<file path="config.mk">
export PLATFORM = sky130hd
export DESIGN_NAME = instr_encode_loader
export DESIGN_NICKNAME = d
export VERILOG_FILES = /design/src/rtl/mips_enc_pkg.sv /design/src/rtl/instr_fifo.sv /design/src/rtl/instr_encode_loader.sv
export SDC_FILE = /design/constraint.sdc
export NUM_CORES = 1
export LEC_CHECK = 0
export ABC_AREA = 1
export CORE_MARGIN = 2
export CORE_UTILIZATION = 50
export DETAILED_ROUTE_END_ITERATION = 8
export PLACE_DENSITY = 0.79
export SYNTH_ARGS = -nofsm -noshare
export SYNTH_HDL_FRONTEND = slang
export SYNTH_SLANG_ARGS = --single-unit
export TNS_END_PERCENT = 20
</file>
<file path="constraint.sdc">
create_clock -name clk -period 3.81 [get_ports clk]
set_clock_uncertainty 0.2 [all_clocks]
set_input_delay 0.762 -clock clk [delete_from_list [all_inputs] [get_ports clk]]
set_output_delay 0.762 -clock clk [all_outputs]
set_load 0.01 [all_outputs]
</file>
<file path="src/rtl/mips_enc_pkg.sv">
// mips_enc_pkg: shared definitions for the instruction encoder/loader.
//   - op_e     : symbolic request op codes (values 17..31 are illegal)
//   - OPC_* / FN_* / RT_* / SA_* : MIPS opcode, funct and fixed-field values
//   - state_e  : loader FSM states
//   - enc_t    : encoder result (legal flag + 32-bit word)
//   - encode() : packs request fields into a MIPS word
package mips_enc_pkg;

  typedef enum logic [4:0] {
    OP_ADD   = 5'd0,
    OP_SUB   = 5'd1,
    OP_SUBU  = 5'd2,
    OP_SRAV  = 5'd3,
    OP_SRL   = 5'd4,
    OP_SLTU  = 5'd5,
    OP_BLTZ  = 5'd6,
    OP_BGEZ  = 5'd7,
    OP_J     = 5'd8,
    OP_ADDI  = 5'd9,
    OP_ADDIU = 5'd10,
    OP_SLTI  = 5'd11,
    OP_XORI  = 5'd12,
    OP_LUI   = 5'd13,
    OP_CLZ   = 5'd14,
    OP_CLO   = 5'd15,
    OP_SEB   = 5'd16
  } op_e;

  // Primary opcodes
  localparam logic [5:0] OPC_SPECIAL  = 6'b000000;
  localparam logic [5:0] OPC_REGIMM   = 6'b000001;
  localparam logic [5:0] OPC_J        = 6'b000010;
  localparam logic [5:0] OPC_ADDI     = 6'b001000;
  localparam logic [5:0] OPC_ADDIU    = 6'b001001;
  localparam logic [5:0] OPC_SLTI     = 6'b001010;
  localparam logic [5:0] OPC_XORI     = 6'b001110;
  localparam logic [5:0] OPC_LUI      = 6'b001111;
  localparam logic [5:0] OPC_SPECIAL2 = 6'b011100;
  localparam logic [5:0] OPC_SPECIAL3 = 6'b011111;

  // Function codes
  localparam logic [5:0] FN_ADD   = 6'b100000;
  localparam logic [5:0] FN_SUB   = 6'b100010;
  localparam logic [5:0] FN_SUBU  = 6'b100011;
  localparam logic [5:0] FN_SLTU  = 6'b101011;
  localparam logic [5:0] FN_SRAV  = 6'b000111;
  localparam logic [5:0] FN_SRL   = 6'b000010;
  localparam logic [5:0] FN_CLZ   = 6'b100000;
  localparam logic [5:0] FN_CLO   = 6'b100001;
  localparam logic [5:0] FN_BSHFL = 6'b100000;

  // REGIMM selectors live in the rt field; SEB's sub-op lives in shamt
  localparam logic [4:0] RT_BLTZ = 5'b00000;
  localparam logic [4:0] RT_BGEZ = 5'b00001;
  localparam logic [4:0] SA_SEB  = 5'b10000;

  typedef enum logic [1:0] {
    ST_IDLE  = 2'd0,
    ST_LOAD  = 2'd1,
    ST_DRAIN = 2'd2,
    ST_DONE  = 2'd3
  } state_e;

  typedef struct packed {
    logic        legal;
    logic [31:0] word;
  } enc_t;

  function automatic logic [31:0] r_type(input logic [5:0] opc, input logic [4:0] rs,
                                         input logic [4:0] rt, input logic [4:0] rd,
                                         input logic [4:0] sa, input logic [5:0] fn);
    return {opc, rs, rt, rd, sa, fn};
  endfunction

  function automatic logic [31:0] i_type(input logic [5:0] opc, input logic [4:0] rs,
                                         input logic [4:0] rt, input logic [15:0] imm);
    return {opc, rs, rt, imm};
  endfunction

  // Fields not used by an op are forced to zero regardless of the request.
  function automatic enc_t encode(input logic [4:0] op, input logic [4:0] rs,
                                  input logic [4:0] rt, input logic [4:0] rd,
                                  input logic [4:0] sa, input logic [15:0] imm,
                                  input logic [25:0] target);
    enc_t e;
    e.legal = 1'b1;
    e.word  = '0;
    case (op)
      OP_ADD:   e.word = r_type(OPC_SPECIAL, rs, rt, rd, 5'd0, FN_ADD);
      OP_SUB:   e.word = r_type(OPC_SPECIAL, rs, rt, rd, 5'd0, FN_SUB);
      OP_SUBU:  e.word = r_type(OPC_SPECIAL, rs, rt, rd, 5'd0, FN_SUBU);
      OP_SRAV:  e.word = r_type(OPC_SPECIAL, rs, rt, rd, 5'd0, FN_SRAV);
      OP_SRL:   e.word = r_type(OPC_SPECIAL, 5'd0, rt, rd, sa, FN_SRL);
      OP_SLTU:  e.word = r_type(OPC_SPECIAL, rs, rt, rd, 5'd0, FN_SLTU);
      OP_BLTZ:  e.word = i_type(OPC_REGIMM, rs, RT_BLTZ, imm);
      OP_BGEZ:  e.word = i_type(OPC_REGIMM, rs, RT_BGEZ, imm);
      OP_J:     e.word = {OPC_J, target};
      OP_ADDI:  e.word = i_type(OPC_ADDI, rs, rt, imm);
      OP_ADDIU: e.word = i_type(OPC_ADDIU, rs, rt, imm);
      OP_SLTI:  e.word = i_type(OPC_SLTI, rs, rt, imm);
      OP_XORI:  e.word = i_type(OPC_XORI, rs, rt, imm);
      OP_LUI:   e.word = i_type(OPC_LUI, 5'd0, rt, imm);
      OP_CLZ:   e.word = r_type(OPC_SPECIAL2, rs, rt, rd, 5'd0, FN_CLZ);
      OP_CLO:   e.word = r_type(OPC_SPECIAL2, rs, rt, rd, 5'd0, FN_CLO);
      OP_SEB:   e.word = r_type(OPC_SPECIAL3, 5'd0, rt, rd, SA_SEB, FN_BSHFL);
      default:  e.legal = 1'b0;
    endcase
    return e;
  endfunction

endpackage

</file>
<file path="src/rtl/instr_fifo.sv">
// instr_fifo: synchronous first-word-fall-through FIFO, DEPTH x WIDTH.
// Ports:
//   clk, rst      : clock, synchronous active-high reset (flushes contents)
//   push, wdata   : write a word (ignored when full, even if popping)
//   pop           : drop the head word (ignored when empty)
//   rdata         : current head word, zero when empty
//   full, empty   : occupancy flags
module instr_fifo #(
  parameter int DEPTH = 4,
  parameter int WIDTH = 32
) (
  input  logic             clk,
  input  logic             rst,
  input  logic             push,
  input  logic             pop,
  input  logic [WIDTH-1:0] wdata,
  output logic [WIDTH-1:0] rdata,
  output logic             full,
  output logic             empty
);

  localparam int PTR_W = $clog2(DEPTH);

  logic [WIDTH-1:0] mem [DEPTH];
  // Pointers carry one extra wrap bit to tell full from empty.
  logic [PTR_W:0]   wr_ptr_reg;
  logic [PTR_W:0]   rd_ptr_reg;
  logic             do_push;
  logic             do_pop;

  assign empty   = (wr_ptr_reg == rd_ptr_reg);
  assign full    = (wr_ptr_reg[PTR_W] != rd_ptr_reg[PTR_W]) &&
                   (wr_ptr_reg[PTR_W-1:0] == rd_ptr_reg[PTR_W-1:0]);
  assign do_push = push & ~full;
  assign do_pop  = pop & ~empty;

  // Head must be visible the cycle after a push, so the read is asynchronous.
  assign rdata = empty ? '0 : mem[rd_ptr_reg[PTR_W-1:0]];

  always_ff @(posedge clk) begin
    if (do_push) begin
      mem[wr_ptr_reg[PTR_W-1:0]] <= wdata;
    end
  end

  always_ff @(posedge clk) begin
    if (rst) begin
      wr_ptr_reg <= '0;
      rd_ptr_reg <= '0;
    end else begin
      if (do_push) wr_ptr_reg <= wr_ptr_reg + 1'b1;
      if (do_pop)  rd_ptr_reg <= rd_ptr_reg + 1'b1;
    end
  end

endmodule

</file>
<file path="src/rtl/instr_encode_loader.sv">
// instr_encode_loader: encodes symbolic instruction requests into 32-bit
// MIPS words, buffers them and writes them to instruction memory at
// consecutive word addresses starting from a latched base address.
// Ports:
//   clk, rst                     : clock, synchronous active-high reset
//   start, base_addr             : begin a session at base_addr (low 2 bits cleared)
//   req_valid/req_ready/req_last : request handshake, last marks session end
//   req_op .. req_target         : symbolic instruction fields
//   imem_we/imem_ready           : memory write handshake
//   imem_addr, imem_wdata        : write address and encoded word
//   busy, done                   : session active, one-cycle end pulse
//   words_written, illegal_cnt   : per-session counters (wrap / saturate)
module instr_encode_loader
  import mips_enc_pkg::*;
#(
  parameter int ADDR_W = 10,
  parameter int DEPTH  = 4,
  parameter int CNT_W  = 8
) (
  input  logic              clk,
  input  logic              rst,
  input  logic              start,
  input  logic [ADDR_W-1:0] base_addr,
  input  logic              req_valid,
  output logic              req_ready,
  input  logic              req_last,
  input  logic [4:0]        req_op,
  input  logic [4:0]        req_rs,
  input  logic [4:0]        req_rt,
  input  logic [4:0]        req_rd,
  input  logic [4:0]        req_shamt,
  input  logic [15:0]       req_imm,
  input  logic [25:0]       req_target,
  output logic              imem_we,
  input  logic              imem_ready,
  output logic [ADDR_W-1:0] imem_addr,
  output logic [31:0]       imem_wdata,
  output logic              busy,
  output logic              done,
  output logic [CNT_W-1:0]  words_written,
  output logic [CNT_W-1:0]  illegal_cnt
);

  state_e            state_reg;
  logic [ADDR_W-1:0] addr_reg;
  logic [CNT_W-1:0]  words_reg;
  logic [CNT_W-1:0]  illegal_reg;

  enc_t              enc;
  logic              fifo_full;
  logic              fifo_empty;
  logic              accept;
  logic              push;
  logic              wr_fire;

  always_comb begin
    enc = encode(req_op, req_rs, req_rt, req_rd, req_shamt, req_imm, req_target);
  end

  assign req_ready = (state_reg == ST_LOAD) & ~fifo_full;
  assign accept    = req_valid & req_ready;
  // Illegal requests are consumed but never reach the FIFO.
  assign push      = accept & enc.legal;
  assign imem_we   = ~fifo_empty & ((state_reg == ST_LOAD) | (state_reg == ST_DRAIN));
  assign wr_fire   = imem_we & imem_ready;

  instr_fifo #(
    .DEPTH (DEPTH),
    .WIDTH (32)
  ) u_fifo (
    .clk   (clk),
    .rst   (rst),
    .push  (push),
    .pop   (wr_fire),
    .wdata (enc.word),
    .rdata (imem_wdata),
    .full  (fifo_full),
    .empty (fifo_empty)
  );

  always_ff @(posedge clk) begin
    if (rst) begin
      state_reg   <= ST_IDLE;
      addr_reg    <= '0;
      words_reg   <= '0;
      illegal_reg <= '0;
    end else begin
      // Writes can only fire in LOAD/DRAIN, so this never collides with the
      // counter clear on the IDLE->LOAD transition.
      if (wr_fire) begin
        addr_reg  <= addr_reg + ADDR_W'(4);
        words_reg <= words_reg + CNT_W'(1);
      end

      case (state_reg)
        ST_IDLE: begin
          if (start) begin
            state_reg   <= ST_LOAD;
            addr_reg    <= base_addr & ~ADDR_W'(3);
            words_reg   <= '0;
            illegal_reg <= '0;
          end
        end
        ST_LOAD: begin
          if (accept && !enc.legal && (illegal_reg != '1)) begin
            illegal_reg <= illegal_reg + CNT_W'(1);
          end
          if (accept && req_last) begin
            state_reg <= ST_DRAIN;
          end
        end
        ST_DRAIN: begin
          // An empty FIFO means no write can be pending on the memory port.
          if (fifo_empty) state_reg <= ST_DONE;
        end
        default: begin
          state_reg <= ST_IDLE;
        end
      endcase
    end
  end

  assign imem_addr     = addr_reg;
  assign busy          = (state_reg != ST_IDLE);
  assign done          = (state_reg == ST_DONE);
  assign words_written = words_reg;
  assign illegal_cnt   = illegal_reg;

endmodule

</file>
# Word level (Yosys, flattened, before mapping)
# Memories as Yosys holds them, arrays and structs flattened. A register that Yosys moved wholly into a read port is not among the register bits.
# Index checks and enable logic that the tools add are counted.
[totals]
latchBits = 0
elab_cells = 81
mem_count = 1
reg_bits = 34
in_bits = 83
output_inout_bits = 62
rom_bits = 0
ramBits = 124
[memory_table]
columns = ["memory", "depth", "word_bits", "read_ports", "rd_clocked_by_memory_dff", "wr", "line_no", "source"]
rows = [
  ["u_fifo.mem", 4, 31, 1, 1, 1, "instr_fifo.sv:24", "logic [WIDTH-1:0] mem [DEPTH];"],
]
[classes]
n_eq_ne = 27
n_bitwise = 10
mux = 20
mul = 0
n_lt_le_gt_ge = 0
n_div = 0
reduce_logical = 12
n_shift = 0
n_addsub = 5
[op_table]
columns = ["cell", "n"]
rows = [
  ["31-bit case mux with 17 select lines", 1],
  ["5-bit by 4-bit equality test with 1-bit output, second input constant", 8],
  ["8-bit two-way mux", 5],
  ["32-bit two-way mux", 1],
  ["10-bit two-way mux", 3],
  ["5-bit by 3-bit equality test with 1-bit output, second input constant", 4],
  ["17-bit OR reduction", 1],
  ["8-bit by 1-bit adder with 8-bit output, second input constant", 2],
  ["8-bit case mux with 2 select lines", 1],
  ["10-bit by 3-bit adder with 10-bit output, second input constant", 1],
  ["5-bit by 2-bit equality test with 1-bit output, second input constant", 2],
  ["2-bit two-way mux", 5],
  ["8-bit inequality test, second input constant", 1],
  ["1-bit bitwise AND", 7],
  ["3-bit by 1-bit adder with 3-bit output, second input constant", 2],
  ["2-bit by 1-bit inequality test with 1-bit output, second input constant", 3],
  ["2-bit case mux with 3 select lines", 1],
  ["3-bit AND reduction", 2],
  ["5-bit by 1-bit equality test with 1-bit output, second input constant", 1],
  ["5-bit equality test, second input constant", 1],
  ["5-bit logical NOT", 1],
  ["2-bit equality test, second input constant", 2],
  ["1-bit logical AND", 4],
  ["2-bit nonzero test", 2],
  ["10 further kinds", 13],
]

# Longest topological paths before layout
[depth]
depth_word = 9
mapped_depth = 11
mapped_depth_nobuf = 11

# Modules after synthesis
# From an unflattened synthesis, not the netlist that was laid out.
[unflattened]
hier_cells = 868
area_unflattened_um2 = 7847.5
[modules_own_cells]
columns = ["module", "seq_area_each_um2", "area_per_inst_um2", "cells_each", "instances"]
rows = [
  ["instr_fifo", 4003.8, 5591.6, 483, 1],
  ["instr_encode_loader", 520.5, 2255.9, 385, 1],
]

# Least setup slack after synthesis
# Ideal clock, no wire load.
[synth_timing]
kind = "input to register"
from = "input req_op[0]"
to = "memory u_fifo.mem[3][0] in the netlist's numbering (enable)"
t_required_ns = 3.188
cell_stages = 5
slack_ns = 0.578
arrival_ns = 2.610
path_cell_list = "nor2_4 nand2_4 nand2_4 nand3_2 nor2_1"
[synth_between]
elab_chain_len = 7
[synth_lines]
columns = ["element", "line_no", "source"]
rows = [
  ["start, declared", "instr_encode_loader.sv:27", "input logic [4:0] req_op,"],
  ["5-bit equality test (tied with other cells)", "mips_enc_pkg.sv:88", "case (op)"],
  ["17-bit OR reduction (no source line) *", "-", ""],
  ["1-bit two-way mux *", "mips_enc_pkg.sv:88", ""],
  ["1-bit bitwise AND *", "instr_encode_loader.sv:63", "assign push = accept & enc.legal;"],
  ["1-bit bitwise AND *", "instr_fifo.sv:34", "assign do_push = push & ~full;"],
  ["1-bit two-way mux *", "instr_fifo.sv:41", "if (do_push) begin"],
  ["1-bit two-way mux (implied by the code) *", "instr_fifo.sv:42", "mem[wr_ptr_reg[PTR_W-1:0]] <= wdata;"],
  ["end, declared", "instr_fifo.sv:24", ""],
]
# Mark *: on every way between the ends. The rest lies on a longest branch, timed or not.

# Final worst setup path
[layout_timing]
from = "register u_fifo.wr_ptr_reg[1]"
to = "output imem_wdata[11]"
[layout_between]
elab_chain_len = 2
[layout_lines]
columns = ["element", "line_no", "source"]
rows = [
  ["start, declared", "instr_fifo.sv:26", "logic [PTR_W:0] wr_ptr_reg;"],
  ["start signal, assigned", "instr_fifo.sv:51", "if (do_push) wr_ptr_reg <= wr_ptr_reg + 1'b1;"],
  ["3-bit equality test", "instr_fifo.sv:31", "assign empty = (wr_ptr_reg == rd_ptr_reg);"],
  ["32-bit two-way mux", "instr_fifo.sv:38", "assign rdata = empty ? '0 : mem[rd_ptr_reg[PTR_W-1:0]];"],
  ["end, declared", "instr_encode_loader.sv:37", "output logic [31:0] imem_wdata,"],
]
# Every way passes these cells.

==> out/results.ini <==
[run_status]
status = complete, no violations

[detailed_routing]
wl_per_cell_um = 14.8
drt_iter0_drc = 402
totalWireLength_mm = 16.7
firstDrtPassIters = 5
drc_errors = 0
num_vias = 5885
ant_nets = 0
via_per_inst = 5.23

[timing]
hold_violations = 0
tns_ns = 0
timing.final.crit_share_pct = 86.5
rsz0062_at_grt = no
tightest_slew_ns = 0.578
slew_violations = 0
fin_crit_ns = 3.29
setup_viol = 0
max_freq_ghz = 0.304
slew_headroom_pct = 61.4

[place]
portBuffers = 139
gp_congestion = 0.847
dp_hpwl_mm = 10.9
dp_cells = 1094
placed_area_um2 = 9100

[cells_and_area]
n_fill_cell = 1131
largest_reg_flops = 124
layout.nets = 1024
design_area_um2 = 9690
final_cells = 1126
drive_above_1_share_pct = 7.32
antenna_cells = 0
syn2layout_area_growth_pct = 30.0

[grt]
antenna_found_initial = 0
grt_overflow = 0
grt_max_degree = 33
grt_pass1_vias = 5463
track_usage_pct = 21.1
grt_pass1_wl_mm = 26.2

[setup_path]
r2r_slack_ns = 1.56
r2r_cells = 9
cp_max_fo = 31
startpoint_type = flop
end_kind = output pin
max_stage_delay_ns = 0.57
critPathRequiredTime_ns = 2.85
slowest_stage = clkdlybuf4s50_1
path_cells = inv_1, nand2_1, nand2_1, nand3_2, buf_4, nand2_1, inv_1, clkdlybuf4s50_1
crit_type = reg2out
worstPathArrival_ns = 2.33
cpMostUsedCell = nand2_1

[cts]
clkSinkCount = 158
path_clk_slew_ns = 0.06
cts.path.max_buffers = 2
clock_insertion_delay_worst_skew_ns = 0.43
clock-root-buffer = clkbuf_16
cts_hold_buf = 0
cts_inserted_buffers = 17
ctsHtreeMaxLevel = 4
cts_tree = yes
cts_setup_buffers = 0
ctsResizeCount = 0

[logic_synthesis]
ys_seq_elements = 158
synth-edff-count = 124
synth_area_leaders = edfxtp_1, dfxtp_1, nand2_1
postSynthAreaPerCell_um2 = 9.46
synth-seq-area-share_pct = 59.1
synth_top_cell_by_area = edfxtp_1
syn-cell-area_um2 = 7450
netlist_top_cells_count = nand2_1, nor2_1, edfxtp_1, inv_1, o21ai_0
ys_warn_count = 0
async_reset_ff_share_pct = 0
synth.top_cell.area_share_pct = 50.0
synthCells = 788
synthDistinctLibCells = 41
synth_most_common_cell = nand2_1
yosys_most_used_dff = edfxtp_1

[floorplan]
dieArea_um2 = 15900
initial_utilization_pct = 51.3
rows = 44
pin_count = 145
die_w_um = 126
core_area_um2 = 14500
die_h_um = 126

[power_and_ir_drop]
cellPowerDensity_nw_per_um2 = 517
leakagePower_nw = 3.88
p_total_mw = 5.01
max-vdd-ir-drop_v = 0.000329

[job]
maxCapViolCount = 0

[worst_hold_path]
hold_class = reg2reg
min_path_cells = 2

final timing paths:
check	startpoint	to
worst max-delay path	u_fifo.wr_ptr_reg[1]$_SDFFE_PP0N_	imem_wdata[11]
worst min-delay path	illegal_cnt[4]$_SDFFE_PP0P_	illegal_cnt[4]$_SDFFE_PP0P_
worst max register to register	u_fifo.wr_ptr_reg[1]$_SDFFE_PP0N_	u_fifo.mem[0][24]$_DFFE_PP_
worst min register to register	illegal_cnt[4]$_SDFFE_PP0P_	illegal_cnt[4]$_SDFFE_PP0P_
cells in the final DEF, fill, tap and decap left out, types with 7 or more instances in the layout:
cell / Yosys / final
ha_1: 12 / 12
dfxtp_1: 34 / 32
buf_4: 3 / 12
o21ai_0: 54 / 54
xor2_1: 8 / 8
o32ai_1: 31 / 31
nor2_1: 136 / 132
clkdlybuf4s50_1: 0 / 139
nand3_1: 32 / 32
a21oi_1: 20 / 20
nor2_4: 3 / 7
nand2_1: 158 / 158
clkbuf_16: 0 / 17
inv_1: 84 / 84
edfxtp_1: 124 / 124
layer usage:
metal,global-route usage [%],vias to the layer above,part of all wire [%]
met2,36.1,182,48
met1,25.3,2732,43
li1,-,2937,-
met5,0,-,0
met3,5.52,34,6.4
met4,8.66,0,2.3
worst max-delay path: cells and delay by family (launching register included):
kind	cells	cell delay [ns]
simple gates	4	0.38
flops	1	0.38
buf+inv	4	1.16
cells by family (layout without fill, tap and decap cells):
logic type | Yosys count | count (layout) | share of synthesized area (%)
other | 1 | 3 | 0.0503
buffers and inverters | 124 | 276 | 6.56
AOI/OAI and AO/OA | 128 | 128 | 11.1
and+or+nand+nor | 354 | 354 | 19.9
adders and majority gates | 12 | 12 | 2.01
DFF | 158 | 158 | 59.1
xor gates and xnor gates | 11 | 11 | 1.29
per-stage QoR:
stage          hold slack [ns]  setup slack, ns  util (%)
2_1_floorplan            0.273            0.578         -
3_3_place_gp             0.294            0.621      62.6
3_5_place_dp             0.300            0.608      62.6
4_1_cts                  0.314            0.474      66.7
5_1_grt                  0.335            0.358      66.7
6_report                 0.307            0.516      66.7
where the power goes:
| group | switching, mW | internal (mW) | total [mW] |
|---|---|---|---|
| combinational | 0.717 | 0.578 | 1.30 |
| clock | 0.645 | 1.03 | 1.67 |
| sequential | 0.0749 | 1.97 | 2.04 |
| total | 1.44 | 3.58 | 5.01 |
final cells by class:
| type | count | area [um^2] | area share, % |
|---|---|---|---|
| clock inverters | 14 | 165 | 1.70 |
| well taps | 184 | 230 | 2.38 |
| inverters | 91 | 342 | 3.52 |
| clock buffers | 18 | 429 | 4.43 |
| flip-flops and latches | 158 | 4410 | 45.5 |
| multi-input cells | 508 | 2600 | 26.8 |
| repair buffers | 153 | 1520 | 15.7 |
(Power assumes the default switching activity.)
